$ cat src/rtl/weight_stream_loader_pkg.sv
// Shared definitions for the weight stream loader: network geometry, derived
// node/weight counts, address and node-index widths, the loader FSM state
// encoding and the words-per-node helper used by the address generator.
package weight_stream_loader_pkg;

  localparam int DATA_WIDTH   = 32;
  localparam int N_IN         = 2;
  localparam int N_H1         = 5;
  localparam int N_H2         = 5;
  localparam int N_OUT        = 3;
  localparam int TOTAL_NODE   = N_H1 + N_H2 + N_OUT;
  localparam int TOTAL_WEIGHT = N_H1 * (N_IN + 1) + N_H2 * (N_H1 + 1) + N_OUT * (N_H2 + 1);
  localparam int ADDR_W       = $clog2(TOTAL_WEIGHT);
  localparam int NODE_W       = $clog2(TOTAL_NODE);

  typedef enum logic [2:0] {
    ST_IDLE      = 3'd0,
    ST_STREAM    = 3'd1,
    ST_DRAIN     = 3'd2,
    ST_WAIT_DONE = 3'd3,
    ST_NEXT      = 3'd4,
    ST_FINISH    = 3'd5
  } state_e;

  // Words per node: fan-in of the node's layer plus one bias weight.
  function automatic logic [ADDR_W-1:0] wpn(input logic [NODE_W-1:0] node);
    logic [ADDR_W-1:0] n_s;
    if (node < NODE_W'(N_H1)) begin
      n_s = ADDR_W'(N_IN + 1);
    end else if (node < NODE_W'(N_H1 + N_H2)) begin
      n_s = ADDR_W'(N_H1 + 1);
    end else begin
      n_s = ADDR_W'(N_H2 + 1);
    end
    return n_s;
  endfunction

endpackage

$ cat src/rtl/weight_stream_loader_addr_gen.sv
// weight_addr_gen: keeps the current node index and the RAM cursor for the
// weight stream loader.
//   clk, rst_n  clock / async active-low reset
//   clear       return cursor, node and word count to zero
//   step        one RAM read issued this cycle (advance cursor)
//   advance     move on to the next node (cursor keeps running)
//   mem_addr    RAM word address (the cursor)
//   node        current node index
//   last_word   the read at mem_addr is the current node's final word
module weight_addr_gen
  import weight_stream_loader_pkg::*;
(
  input  logic              clk,
  input  logic              rst_n,
  input  logic              clear,
  input  logic              step,
  input  logic              advance,
  output logic [ADDR_W-1:0] mem_addr,
  output logic [NODE_W-1:0] node,
  output logic              last_word
);

  logic [ADDR_W-1:0] cursor_r;
  logic [NODE_W-1:0] node_r;
  logic [ADDR_W-1:0] word_r;
  logic [ADDR_W-1:0] node_wpn_s;

  // Cursor walks the RAM contiguously; word_r counts reads inside the current node.
  always_ff @(posedge clk or negedge rst_n) begin
    if (!rst_n) begin
      cursor_r <= ADDR_W'(0);
      node_r   <= NODE_W'(0);
      word_r   <= ADDR_W'(0);
    end else if (clear) begin
      cursor_r <= ADDR_W'(0);
      node_r   <= NODE_W'(0);
      word_r   <= ADDR_W'(0);
    end else begin
      if (step) begin
        cursor_r <= cursor_r + ADDR_W'(1);
        word_r   <= word_r + ADDR_W'(1);
      end
      if (advance) begin
        node_r <= node_r + NODE_W'(1);
        word_r <= ADDR_W'(0);
      end
    end
  end

  assign node_wpn_s = wpn(node_r);
  assign mem_addr   = cursor_r;
  assign node       = node_r;
  assign last_word  = (word_r == node_wpn_s - ADDR_W'(1));

endmodule

$ cat src/rtl/weight_stream_loader.sv
// weight_stream_loader: reads every network weight from a synchronous weight
// RAM and streams it, node by node, onto the feed_forward weight-load port.
// A node is only left once its load-done flag is seen in WAIT_DONE.
//   i_start               one-cycle load request (ignored while busy)
//   o_busy / o_done       load in progress / one-cycle completion pulse
//   o_error               sticky watchdog error, cleared by i_start
//   o_mem_rd/o_mem_addr   RAM read strobe and word address
//   i_mem_data            RAM data, valid the cycle after o_mem_rd
//   o_load_weight_enable  o_weight carries a word this cycle
//   o_weight_addr         one-hot current node select
//   i_load_weight_done    per-node "all weights received" flags
// Optional feature macro WEIGHT_LOADER_TIMEOUT_EN: adds a WAIT_DONE watchdog
// of TIMEOUT_CYCLES cycles that aborts the load and raises o_error.
module weight_stream_loader
  import weight_stream_loader_pkg::*;
#(
  parameter int TIMEOUT_CYCLES = 1024
)
(
  input  logic                  clk,
  input  logic                  rst_n,
  input  logic                  i_start,
  output logic                  o_busy,
  output logic                  o_done,
  output logic                  o_error,
  output logic                  o_mem_rd,
  output logic [ADDR_W-1:0]     o_mem_addr,
  input  logic [DATA_WIDTH-1:0] i_mem_data,
  output logic                  o_load_weight_enable,
  output logic [TOTAL_NODE-1:0] o_weight_addr,
  output logic [DATA_WIDTH-1:0] o_weight,
  input  logic [TOTAL_NODE-1:0] i_load_weight_done
);

  state_e                state_r;
  state_e                state_s;
  logic                  busy_r;
  logic                  done_r;
  logic                  mem_rd_r;
  logic                  rd_d1_r;
  logic                  enable_r;
  logic [DATA_WIDTH-1:0] weight_r;
  logic [TOTAL_NODE-1:0] weight_addr_r;
  logic [NODE_W-1:0]     node_s;
  logic                  last_word_s;
  logic                  done_bit_s;
  logic                  start_s;
  logic                  clear_s;
  logic                  advance_s;

  assign start_s    = (state_r == ST_IDLE) && i_start;
  assign clear_s    = (state_r == ST_IDLE);
  assign done_bit_s = i_load_weight_done[node_s];
  assign advance_s  = (state_r == ST_NEXT) && (state_s == ST_STREAM);

  weight_addr_gen u_addr_gen (
    .clk       (clk),
    .rst_n     (rst_n),
    .clear     (clear_s),
    .step      (mem_rd_r),
    .advance   (advance_s),
    .mem_addr  (o_mem_addr),
    .node      (node_s),
    .last_word (last_word_s)
  );

`ifdef WEIGHT_LOADER_TIMEOUT_EN
  localparam int TMO_W = $clog2(TIMEOUT_CYCLES + 1);
  logic [TMO_W-1:0] tmo_cnt_r;
  logic             timeout_s;
  logic             error_r;

  assign timeout_s = (state_r == ST_WAIT_DONE) && !done_bit_s &&
                     (tmo_cnt_r == TMO_W'(TIMEOUT_CYCLES - 1));

  // Watchdog counts consecutive cycles spent waiting for the done flag.
  always_ff @(posedge clk or negedge rst_n) begin
    if (!rst_n) begin
      tmo_cnt_r <= TMO_W'(0);
    end else if (state_r == ST_WAIT_DONE) begin
      tmo_cnt_r <= tmo_cnt_r + TMO_W'(1);
    end else begin
      tmo_cnt_r <= TMO_W'(0);
    end
  end

  // Sticky error flag, cleared only by an accepted start.
  always_ff @(posedge clk or negedge rst_n) begin
    if (!rst_n) begin
      error_r <= 1'b0;
    end else if (start_s) begin
      error_r <= 1'b0;
    end else if (timeout_s) begin
      error_r <= 1'b1;
    end
  end

  assign o_error = error_r;
`else
  assign o_error = 1'b0;
`endif

  // FSM state register.
  always_ff @(posedge clk or negedge rst_n) begin
    if (!rst_n) begin
      state_r <= ST_IDLE;
    end else begin
      state_r <= state_s;
    end
  end

  // FSM next-state logic.
  always_comb begin
    state_s = state_r;
    case (state_r)
      ST_IDLE: begin
        if (start_s) state_s = ST_STREAM;
        else         state_s = ST_IDLE;
      end
      ST_STREAM: begin
        if (last_word_s) state_s = ST_DRAIN;
        else             state_s = ST_STREAM;
      end
      // The final word is on its way while the previous read is still in
      // the pipeline; once rd_d1_r drops, this cycle drives the last enable.
      ST_DRAIN: begin
        if (!rd_d1_r) state_s = ST_WAIT_DONE;
        else          state_s = ST_DRAIN;
      end
      ST_WAIT_DONE: begin
        if (done_bit_s) state_s = ST_NEXT;
`ifdef WEIGHT_LOADER_TIMEOUT_EN
        else if (timeout_s) state_s = ST_IDLE;
`endif
        else state_s = ST_WAIT_DONE;
      end
      ST_NEXT: begin
        if (node_s == NODE_W'(TOTAL_NODE - 1)) state_s = ST_FINISH;
        else                                   state_s = ST_STREAM;
      end
      ST_FINISH: state_s = ST_IDLE;
      default:   state_s = ST_IDLE;
    endcase
  end

  // Registered outputs: read strobe, two-stage weight pipeline, status and node select.
  always_ff @(posedge clk or negedge rst_n) begin
    if (!rst_n) begin
      mem_rd_r      <= 1'b0;
      rd_d1_r       <= 1'b0;
      enable_r      <= 1'b0;
      weight_r      <= DATA_WIDTH'(0);
      busy_r        <= 1'b0;
      done_r        <= 1'b0;
      weight_addr_r <= TOTAL_NODE'(1);
    end else begin
      mem_rd_r <= (state_s == ST_STREAM);
      rd_d1_r  <= mem_rd_r;
      enable_r <= rd_d1_r;
      if (rd_d1_r) begin
        weight_r <= i_mem_data;
      end
      busy_r <= (state_s == ST_STREAM) || (state_s == ST_DRAIN) ||
                (state_s == ST_WAIT_DONE) || (state_s == ST_NEXT);
      done_r <= (state_s == ST_FINISH);
      if (advance_s) begin
        weight_addr_r <= weight_addr_r << 1;
      end else if ((state_s == ST_IDLE) || (state_s == ST_FINISH)) begin
        weight_addr_r <= TOTAL_NODE'(1);
      end
    end
  end

  assign o_busy               = busy_r;
  assign o_done               = done_r;
  assign o_mem_rd             = mem_rd_r;
  assign o_load_weight_enable = enable_r;
  assign o_weight             = weight_r;
  assign o_weight_addr        = weight_addr_r;

endmodule

$ cat config.mk
export PLATFORM = sky130hd
export DESIGN_NAME = weight_stream_loader
export DESIGN_NICKNAME = d
export VERILOG_FILES = /design/src/rtl/weight_stream_loader_pkg.sv /design/src/rtl/weight_stream_loader_addr_gen.sv /design/src/rtl/weight_stream_loader.sv
export SDC_FILE = /design/constraint.sdc
export NUM_CORES = 1
export LEC_CHECK = 0
export ABC_AREA = 1
export CELL_PAD_IN_SITES_DETAIL_PLACEMENT = 0
export CELL_PAD_IN_SITES_GLOBAL_PLACEMENT = 1
export CORE_ASPECT_RATIO = 1.25
export CORE_MARGIN = 8
export CORE_UTILIZATION = 37
export DETAILED_ROUTE_END_ITERATION = 12
export GPL_ROUTABILITY_DRIVEN = 0
export PLACE_DENSITY = 0.84
export SLEW_MARGIN = 40
export SYNTH_ARGS = -nofsm -noshare
export SYNTH_HDL_FRONTEND = slang
export SYNTH_SLANG_ARGS = --single-unit
$ cat constraint.sdc
create_clock -name clk -period 4.7 [get_ports clk]
set_input_delay 0.94 -clock clk [delete_from_list [all_inputs] [get_ports clk]]
set_output_delay 0.94 -clock clk [all_outputs]
set_load 0.005 [all_outputs]
==> reports/results.ini, run 1 <==
[clocking]
hold_buffers = 0
cts_tree = done
cts_buffers = 9
post_cts_buffers = 0
clockBufferDepth = 2
cts.sinks = 69
h-tree-depth = 3
postCtsResizedCells = 0
path_clk_slew_ns = 0.08
clock_latency_ns = 0.34
cts-root-buf = clkbuf_8

[logic_synthesis]
ys.flop_type = dfrtp_1
ys_seq_area_share_pct = 54.1
ys_ff_latch = 69
syn-num-nets = 368
yosys_warnings = 0
async_reset_ff_share_pct = 100
synth_cell_types = 35
syn_avg_cell_area_um2 = 10.1
synth_edf_count = 0
syn_inst = 315
syn_area_um2 = 3200

[route]
avgRoutedWirePerCell_um = 14.5
via_per_inst = 4.76
dr.pass1.iters = 4
antenna_left = 0
drc = 0
drt_iter0_drc = 80
totalWireLength_um = 7540
wl_met1_um = 3250
vias = 2481
top_layer = met4
met3_length_um = 413
met2WireLength_um = 3740

[global_routing]
overflow = 0
gr-usage-all-layers_pct = 13.0
grt_pass1_vias = 2493
grt_antenna_before_repair = 0
grt_max_degree = 42
grt_pass1_wl_um = 12300

[worst_hold_path]
worstHoldPathCells = 1
hold_path_end = u_addr_gen.mem_addr[4]
hp-start = u_addr_gen.mem_addr[4]
hp-class = reg2reg

[floorplanning]
start_util_pct = 37.3
die_x_um = 99.1
die_height_um = 120
die-area_um2 = 11900
core-area_um2 = 8560
rows = 38
io_pins = 104

[sta]
fmax_ghz = 0.400
maxSlewViolCount = 0
fin_crit_ns = 2.50
finClkSkew_ns = 0.00733
whs_ns = 0.500
slew_headroom_pct = 65.0
fin_ws_ns = 2.20
setup-violations-final = 0
finalCritPeriodShare_pct = 53.2
hold_viol = 0
tns_ns = 0
rsz0062_at_grt = false
tightest_slew_ns = 0.525

[final_layout]
fin_nets = 470
drive_gt1_share_pct = 16.6
layout.cells.most_common = clkdlybuf4s50_1
area_growth_pct = 40.6
diodes = 0
layout_common_cells = clkdlybuf4s50_1 (101), dfrtp_1 (68), nand2_1 (64)
utilization_pct = 52.5

[setup_path]
required_ns = 4.93
ff2ff_path_depth = 14
worstPathArrival_ns = 2.73
worstSetupEndpointType = flip-flop
worst_setup_path_start_kind = flip-flop
r2r_setup_slack_ns = 2.20
crit_fanout = 23
regToRegEndpoint = u_addr_gen.node[1]
rr_startpoint = u_addr_gen.node[0]
path_class = reg2reg

[place]
dp_hpwl_um = 5690
io_buffers = 102
place_worst_setup_slack_ns = 1.89

[run]
cap_violations = 0

[pwr]
leakagePower_uw = 0.00211
vdd_ir_drop_max_mv = 0.190
p_per_area_nw_per_um2 = 547

[status]
status = finished clean

==> area by class of cell <==
cell class,count,area (µm²)
clock inverter,6,113
clock buffer,9,124
timing repair buffer,104,1030
tap,100,125
multi-input combinational,198,1240
sequential,69,1730
fill,780,4070
inverter,35,133
==> power breakdown <==
group          leakage (µW)  internal, µW  switching (µW)  total (µW)
sequential         0.000870           785             120         905
combinational       0.00112           566             415         980
clock              0.000119           350             223         573
==> metal layers <==
| layer | vias to the layer above | track usage, % |
|---|---|---|
| li1 | 1215 | - |
| met1 | 1190 | 14.6 |
| met3 | 8 | 2.84 |
| met2 | 68 | 22.8 |
| met5 | - | 0 |
| met4 | 0 | 6.55 |
==> worst max-delay path, cell delays in order, from the launching register on <==
cell and delay (ns):
dfrtp_1 0.61, inv_1 0.24, ha_1 0.25, inv_1 0.06, a21oi_1 0.06, nand2_1 0.07, nand2_1 0.06, nor2_2 0.20
o21ai_1 0.10, nand3_2 0.12, nor2_8 0.05, nand2_4 0.20, clkinv_2 0.22, nand2_1 0.11, nand2_1 0.05
==> sequential cells by signal, summed over array words and instances, names as in the netlist, 3 cells and up <==
register	count
u_addr_gen.mem_addr	6
u_addr_gen.word_r	6
o_weight_addr	13
state_r	3
u_addr_gen.node	4
o_weight	32
==> worst max-delay path by stage <==
stage / start / endpoint / slack [ns] / cells after the start
finish: u_addr_gen.node[0] / u_addr_gen.node[1] / 2.20 / 14
global route: u_addr_gen.node[0] / u_addr_gen.node[1] / 1.93 / 14
CTS: u_addr_gen.node[0] / u_addr_gen.node[1] / 2.17 / 14
detailed placement: i_load_weight_done[3] / u_addr_gen.node[1] / 1.89 / 14
global placement: i_load_weight_done[7] / u_addr_gen.node[1] / 1.93 / 14
floorplan: i_load_weight_done[0] / o_weight_addr[10] / 2.58 / 12
==> kinds of logic (layout without fill, tap and decap cells) <==
| kind of cell | count (synthesis) | in the layout | synth area share, % |
|---|---|---|---|
| multiplexers | 32 | 32 | 11.3 |
| AND/OR/NAND/NOR | 142 | 142 | 21.3 |
| adder cells (fa/ha/maj) | 5 | 5 | 1.96 |
| AO/OA/AOI/OAI | 12 | 12 | 2.47 |
| flip-flops | 69 | 69 | 54.1 |
| other | 1 | 1 | 0.117 |
| XOR/XNOR | 6 | 6 | 1.64 |
| buffers and inverters | 48 | 154 | 7.20 |
==> metrics by stage <==
stage	std cells	instance area [µm²]	total power [µW]
CTS	521	4490	2500
detailed placement	506	4260	1920
global route	521	4490	2630
global placement	506	4250	1890
floorplan	315	3200	1430
finish	521	4490	2460
==> synthesized netlist by cell type, types with 3 or more instances <==
cell type	n	area share, %
nor2_1	18	2.1
nand3_1	37	5.8
buf_6	6	2.1
dfrtp_1	68	53
nand2_1	64	7.5
xor2_1	4	1.1
nor3_1	4	0.63
ha_1	5	2.0
mux2_2	32	11
nand4_1	4	0.78
inv_1	28	3.3
a21oi_1	5	0.78
clkbuf_1	5	0.59
o21ai_0	3	0.47
inv_2	6	0.70
Power figures use the tool's default switching activity.
==> run 2, diff against run 1 <==
CORE_UTILIZATION = 31   (was 37)
PLACE_DENSITY = 0.75   (was 0.84)
clock period = 2.1 ns   (was 4.7 ns; I/O delays follow)
==> reports/results.ini, run 2 (synthesis results as in run 1) <==
[final_layout]
area_growth_pct = 47.9
drive_gt1_share_pct = 20.4
postLayoutCellArea_um2 = 4730
fin_nets = 484
final_cells = 565
regArea_um2 = 1730
layout.cells.most_common = clkdlybuf4s50_1
diodes = 0
layout_common_cells = clkdlybuf4s50_1 (101), dfrtp_1 (68), nand2_1 (60)
largest_register_ffs = 32
nFillCells = 967
multi_input_area_um2 = 1250

[setup_path]
crit_fanout = 14
path_class = reg2reg
worst_setup_path_start_kind = flip-flop
regToRegEndpoint = o_weight_addr[3]
worstSetupEndpointType = flip-flop
required_ns = 2.32
r2r_setup_slack_ns = 0.18
worstPathArrival_ns = 2.14
rr_startpoint = u_addr_gen.node[1]
ff2ff_path_depth = 16

[pwr]
p_per_area_nw_per_um2 = 1220
intPower_uw = 3970
power_uw = 5770
pwr-share-comb_pct = 42.0
sw_frac_of_total_pct = 31.1
seq_power_share_pct = 34.4
vdd_ir_drop_max_mv = 0.403
power.switching_uw = 1800
power_frac_clock_pct = 23.6
leakagePower_uw = 0.00220

[place]
io_buffers = 102
place_worst_setup_slack_ns = -0.0607
dp_hpwl_um = 6130
place_inst = 547
place_area_um2 = 4420

[worst_hold_path]
hp-start = u_addr_gen.mem_addr[4]
hold_path_end = u_addr_gen.mem_addr[4]
hp-class = reg2reg
worstHoldPathCells = 1

[floorplanning]
start_util_pct = 31.8
core-area_um2 = 10100
io_pins = 104
die-area_um2 = 13800
die_height_um = 130
die_x_um = 107
rows = 41

[route]
dr.pass1.iters = 7
totalWireLength_um = 7840
drt_iter0_drc = 98
drc = 0
met3_length_um = 529
avgRoutedWirePerCell_um = 13.9
via_per_inst = 4.44
wl_met1_um = 3220
top_layer = met4
vias = 2510
antenna_left = 0
met2WireLength_um = 3960

[status]
status = finished clean

[sta]
setup-violations-final = 0
finClkSkew_ns = 0.00499
rsz0062_at_grt = false
maxSlewViolCount = 0
fin_crit_ns = 1.92
finalCritPeriodShare_pct = 91.6
whs_ns = 0.495
fmax_ghz = 0.520
fin_ws_ns = 0.176
hold_viol = 0

[clocking]
clockBufferDepth = 2
cts_tree = done
h-tree-depth = 3
cts-root-buf = clkbuf_16
cts.sinks = 69
cts_buffers = 9
clock_latency_ns = 0.32
path_clk_slew_ns = 0.06

[global_routing]
grt_max_degree = 34
grt_antenna_before_repair = 0
grt_pass1_wl_um = 12500
gr-usage-all-layers_pct = 11.5
grt_pass1_vias = 2493
overflow = 0

[run]
cap_violations = 0

run 2: cell count changes in the layout (fill, tap and decap cells not counted), moves of 4 or more:
| cell | before | now |
|---|---|---|
| buf_4 | 3 | 12 |
| clkbuf_16 | 0 | 9 |
| clkbuf_8 | 9 | 0 |
| nand2_1 | 64 | 60 |
| nand2_2 | 1 | 5 |
run 2: per-stage QoR:
stage               TNS, ns  util [%]
floorplan                 0         -
global placement     -0.102      43.9
detailed placement   -0.826      43.9
CTS                       0      46.8
global route              0      47.0
finish                    0      47.0
run 2: critical path, cell delays in order, from the launching register on:
cell and delay, ns:
dfrtp_1 0.40, inv_2 0.06, ha_1 0.13, inv_1 0.05
nand2_1 0.07, nand2_2 0.06, nand2_1 0.07, nand2_2 0.06
nor2_4 0.14, nor2_1 0.06, nor2_1 0.14, nand3_1 0.10
nor2_2 0.17, nor2_4 0.05, buf_12 0.14, nand3_1 0.06
nand2_1 0.05
run 2: area by class of cell:
| type | count | share of cell area [%] |
|---|---|---|
| well taps | 129 | 3.42 |
| flip-flops and latches | 69 | 36.6 |
| inverters | 35 | 2.81 |
| repair buffers | 118 | 24.9 |
| clock inverters | 7 | 1.06 |
| multi-input cells | 198 | 26.5 |
| clock buffers | 9 | 4.77 |
run 2: how the worst max path moves through the flow:
stage	from	endpoint	slack, ns	depth (start not counted)
2_1_floorplan	u_addr_gen.node[0]	o_weight_addr[10]	0.21	16
3_3_place_gp	i_load_weight_done[7]	o_weight_addr[5]	-0.01	14
3_5_place_dp	i_load_weight_done[5]	o_weight_addr[4]	-0.06	14
4_1_cts	u_addr_gen.node[1]	o_weight_addr[3]	0.11	16
5_1_grt	u_addr_gen.node[1]	o_weight_addr[2]	0.003	16
6_report	u_addr_gen.node[1]	o_weight_addr[3]	0.18	16
run 2: repair_timing:
| action | CTS | global route |
|---|---|---|
| setup endpoints to repair | 0 | 14 |
| buffers inserted | 0 | 1 |
| hold buffers | 1 | 0 |
| hold endpoints to repair | 9 | 0 |
| resized for setup | 0 | 6 |
run 2: power groups by stage:
stage / sequential, µW / combinational [µW] / clock, µW
3_3_place_gp: 2000 / 2400 / 0
5_1_grt: 2050 / 2650 / 1460
3_5_place_dp: 2020 / 2440 / 0
2_1_floorplan: 2030 / 1180 / 0
4_1_cts: 1990 / 2450 / 1410
6_report: 1980 / 2420 / 1360
run 2: per-layer routing:
layer	global-route usage, %	vias to the layer above
met5	0	-
met4	5.64	0
met3	4.17	9
met2	19.5	68
met1	12.3	1180
li1	-	1253
==> run 3, diff against run 2 <==
CORE_UTILIZATION = 30   (was 31)
SYNTH_HIERARCHICAL = 1   (was unset)
==> reports/results.ini, run 3 <==
[final_layout]
area_growth_pct = 55.5
fin_nets = 562
layout.cells.most_common = nand2_1
layout_common_cells = nand2_1 (160), clkdlybuf4s50_1 (101), dfrtp_1 (68)
largest_register_ffs = 32
utilization_pct = 47.0
drive_gt1_share_pct = 16.4
diodes = 0

[global_routing]
grt_antenna_before_repair = 0
grt_pass1_wl_um = 14200
grt_max_degree = 70
grt_pass1_vias = 2985
overflow = 0
gr-usage-all-layers_pct = 12.7

[pwr]
p_per_area_nw_per_um2 = 1300
vdd_ir_drop_max_mv = 0.557
leakagePower_uw = 0.00243

[setup_path]
worstSetupEndpointType = flip-flop
cp_common_cell = nor2_4
worst_setup_path_start_kind = flip-flop
slowest_delay_ns = 0.38
crit_start = u_addr_gen/node[0]
path_class = reg2reg
required_ns = 2.36
worstPathArrival_ns = 2.50
crit_fanout = 6
slowest_stage = dfrtp_1
path_cells = inv_2, ha_4, nor2_4, nor2_4, nand2_1, nand3_1, nor2_1, inv_1, nor4_2, a31oi_1, nand3_2, nor2_4, nand2_4, inv_4, nor2_4, nand2_4, buf_4, nand3b_1, a21oi_2
rr_startpoint = u_addr_gen/node[0]

[status]
status = complete, but fails checks
violations = setup timing

[floorplanning]
rows = 42
start_util_pct = 30.2
core-area_um2 = 10400
die-area_um2 = 14000
die_x_um = 108
die_height_um = 130
io_pins = 104

[logic_synthesis]
yosysMostFrequentCell = nand2_1
syn_avg_cell_area_um2 = 8.27
syn_area_um2 = 3140
synth_top_area_share_pct = 54.1
async_reset_ff_share_pct = 100
ys_seq_area_share_pct = 55.0
ys_ff_latch = 69
synthTopCellsByArea = dfrtp_1 (54%), nand2_1 (19%), nand3_1 (4.1%), inv_1 (3.3%), nor2_1 (2.5%)
syn_inst = 380
yosys_warnings = 6
ys.flop_type = dfrtp_1
synth_cell_types = 31
syn-num-nets = 432
synth.largest_area_cell = dfrtp_1
synth_edf_count = 0
synth_commonest_cells = nand2_1 (163), dfrtp_1 (68), inv_1 (28)

[route]
met2WireLength_um = 4450
vias = 2822
via_per_inst = 4.38
drt_iter0_drc = 116
dr.pass1.iters = 4
drc = 0
antenna_left = 0
avgRoutedWirePerCell_um = 13.6
wl_met1_um = 3570
totalWireLength_um = 8800
met3_length_um = 680
top_layer = met4

[sta]
fin_crit_ns = 2.25
tns_ns = -1.31
finClkSkew_ns = 0.00315
fin_ws_ns = -0.147
setup-violations-final = 22
maxSlewViolCount = 0
whs_ns = 0.0993
rsz0062_at_grt = true
fmax_ghz = 0.445
hold_viol = 0
finalCritPeriodShare_pct = 107

[clocking]
hold_buffers = 0
clockBufferDepth = 2
h-tree-depth = 3
cts-root-buf = clkbuf_16
cts_tree = done
cts.sinks = 69
path_clk_slew_ns = 0.05
clock_latency_ns = 0.33
cts_buffers = 9

[place]
dp_hpwl_um = 6190
io_buffers = 102
place_worst_setup_slack_ns = -0.157

[worst_hold_path]
hp-class = in2async

[run]
cap_violations = 0

==> run 3: cell count changes after synthesis, sizes merged, moves of 5 or more <==
cell / change
o21ai: +7
nor2: +6
nand3: -10
nand2: +101
mux2: -32
a21oi: +5
==> run 3: report_power, final <==
group	switching, µW	internal, µW
clock network	513	1000
logic	1370	1450
registers	279	1760
total	2160	4210
==> run 3: cell type report <==
| type | count | area, µm² |
|---|---|---|
| clock buffer | 13 | 270 |
| clock inverter | 1 | 30.0 |
| fill | 1026 | 5520 |
| inverter | 35 | 139 |
| multi-input combinational | 264 | 1290 |
| sequential | 69 | 1730 |
| tap | 132 | 165 |
| timing repair buffer | 131 | 1270 |
==> run 3: what timing repair did <==
item / in CTS / in global routing
resized for setup: 11 / 12
buffers inserted: 5 / 4
setup endpoints to repair: 24 / 24
pin swaps: 7 / 4
endpoints found under the hold margin: 0 / 0
==> run 3: routing by layer <==
| layer | GRT usage (%) | vias up |
|---|---|---|
| met4 | 5.32 | 0 |
| li1 | - | 1439 |
| met3 | 5.64 | 5 |
| met2 | 20.9 | 76 |
| met1 | 14.1 | 1302 |
| met5 | 0 | - |
==> run 3: final timing paths <==
check,slack [ns],cells past startpoint,to
worst max-delay path,-0.15,19,u_addr_gen/word_r[3]
worst min-delay path,0.1,2,o_weight_addr[6]
worst max register to register,-0.15,19,u_addr_gen/word_r[3]
worst min register to register,0.47,2,o_weight[3]
max in group asynchronous,1.66,2,o_weight_addr[0]
min in group clk,0.47,2,o_weight[3]
==> run 3: critical path, delay by kind of cell (launching register included) <==
family	cells	cell delay (ns)
AO/OA/AOI/OAI	2	0.37
AND/OR/NAND/NOR	12	0.90
buffers and inverters	4	0.38
flip-flops	1	0.38
adder cells (fa/ha/maj)	1	0.14
==> run 3: stage by stage <==
| step | power, µW | std cells | area [µm²] |
|---|---|---|---|
| 5_1_grt | 6850 | 645 | 4890 |
| 3_5_place_dp | 4640 | 625 | 4460 |
| 3_3_place_gp | 4610 | 625 | 4460 |
| 6_report | 6380 | 645 | 4890 |
| 2_1_floorplan | 3200 | 380 | 3160 |
| 4_1_cts | 6320 | 643 | 4830 |
==> run 3: cells by family (layout without fill, tap and decap cells) <==
| logic type | after synthesis | after routing | synth area share (%) |
|---|---|---|---|
| simple gates | 237 | 237 | 32.9 |
| flops | 69 | 69 | 55.0 |
| buf+inv | 47 | 180 | 6.88 |
| compound gates | 22 | 22 | 3.54 |
| fa+ha+maj | 4 | 4 | 1.59 |
| other cells | 1 | 1 | 0.119 |
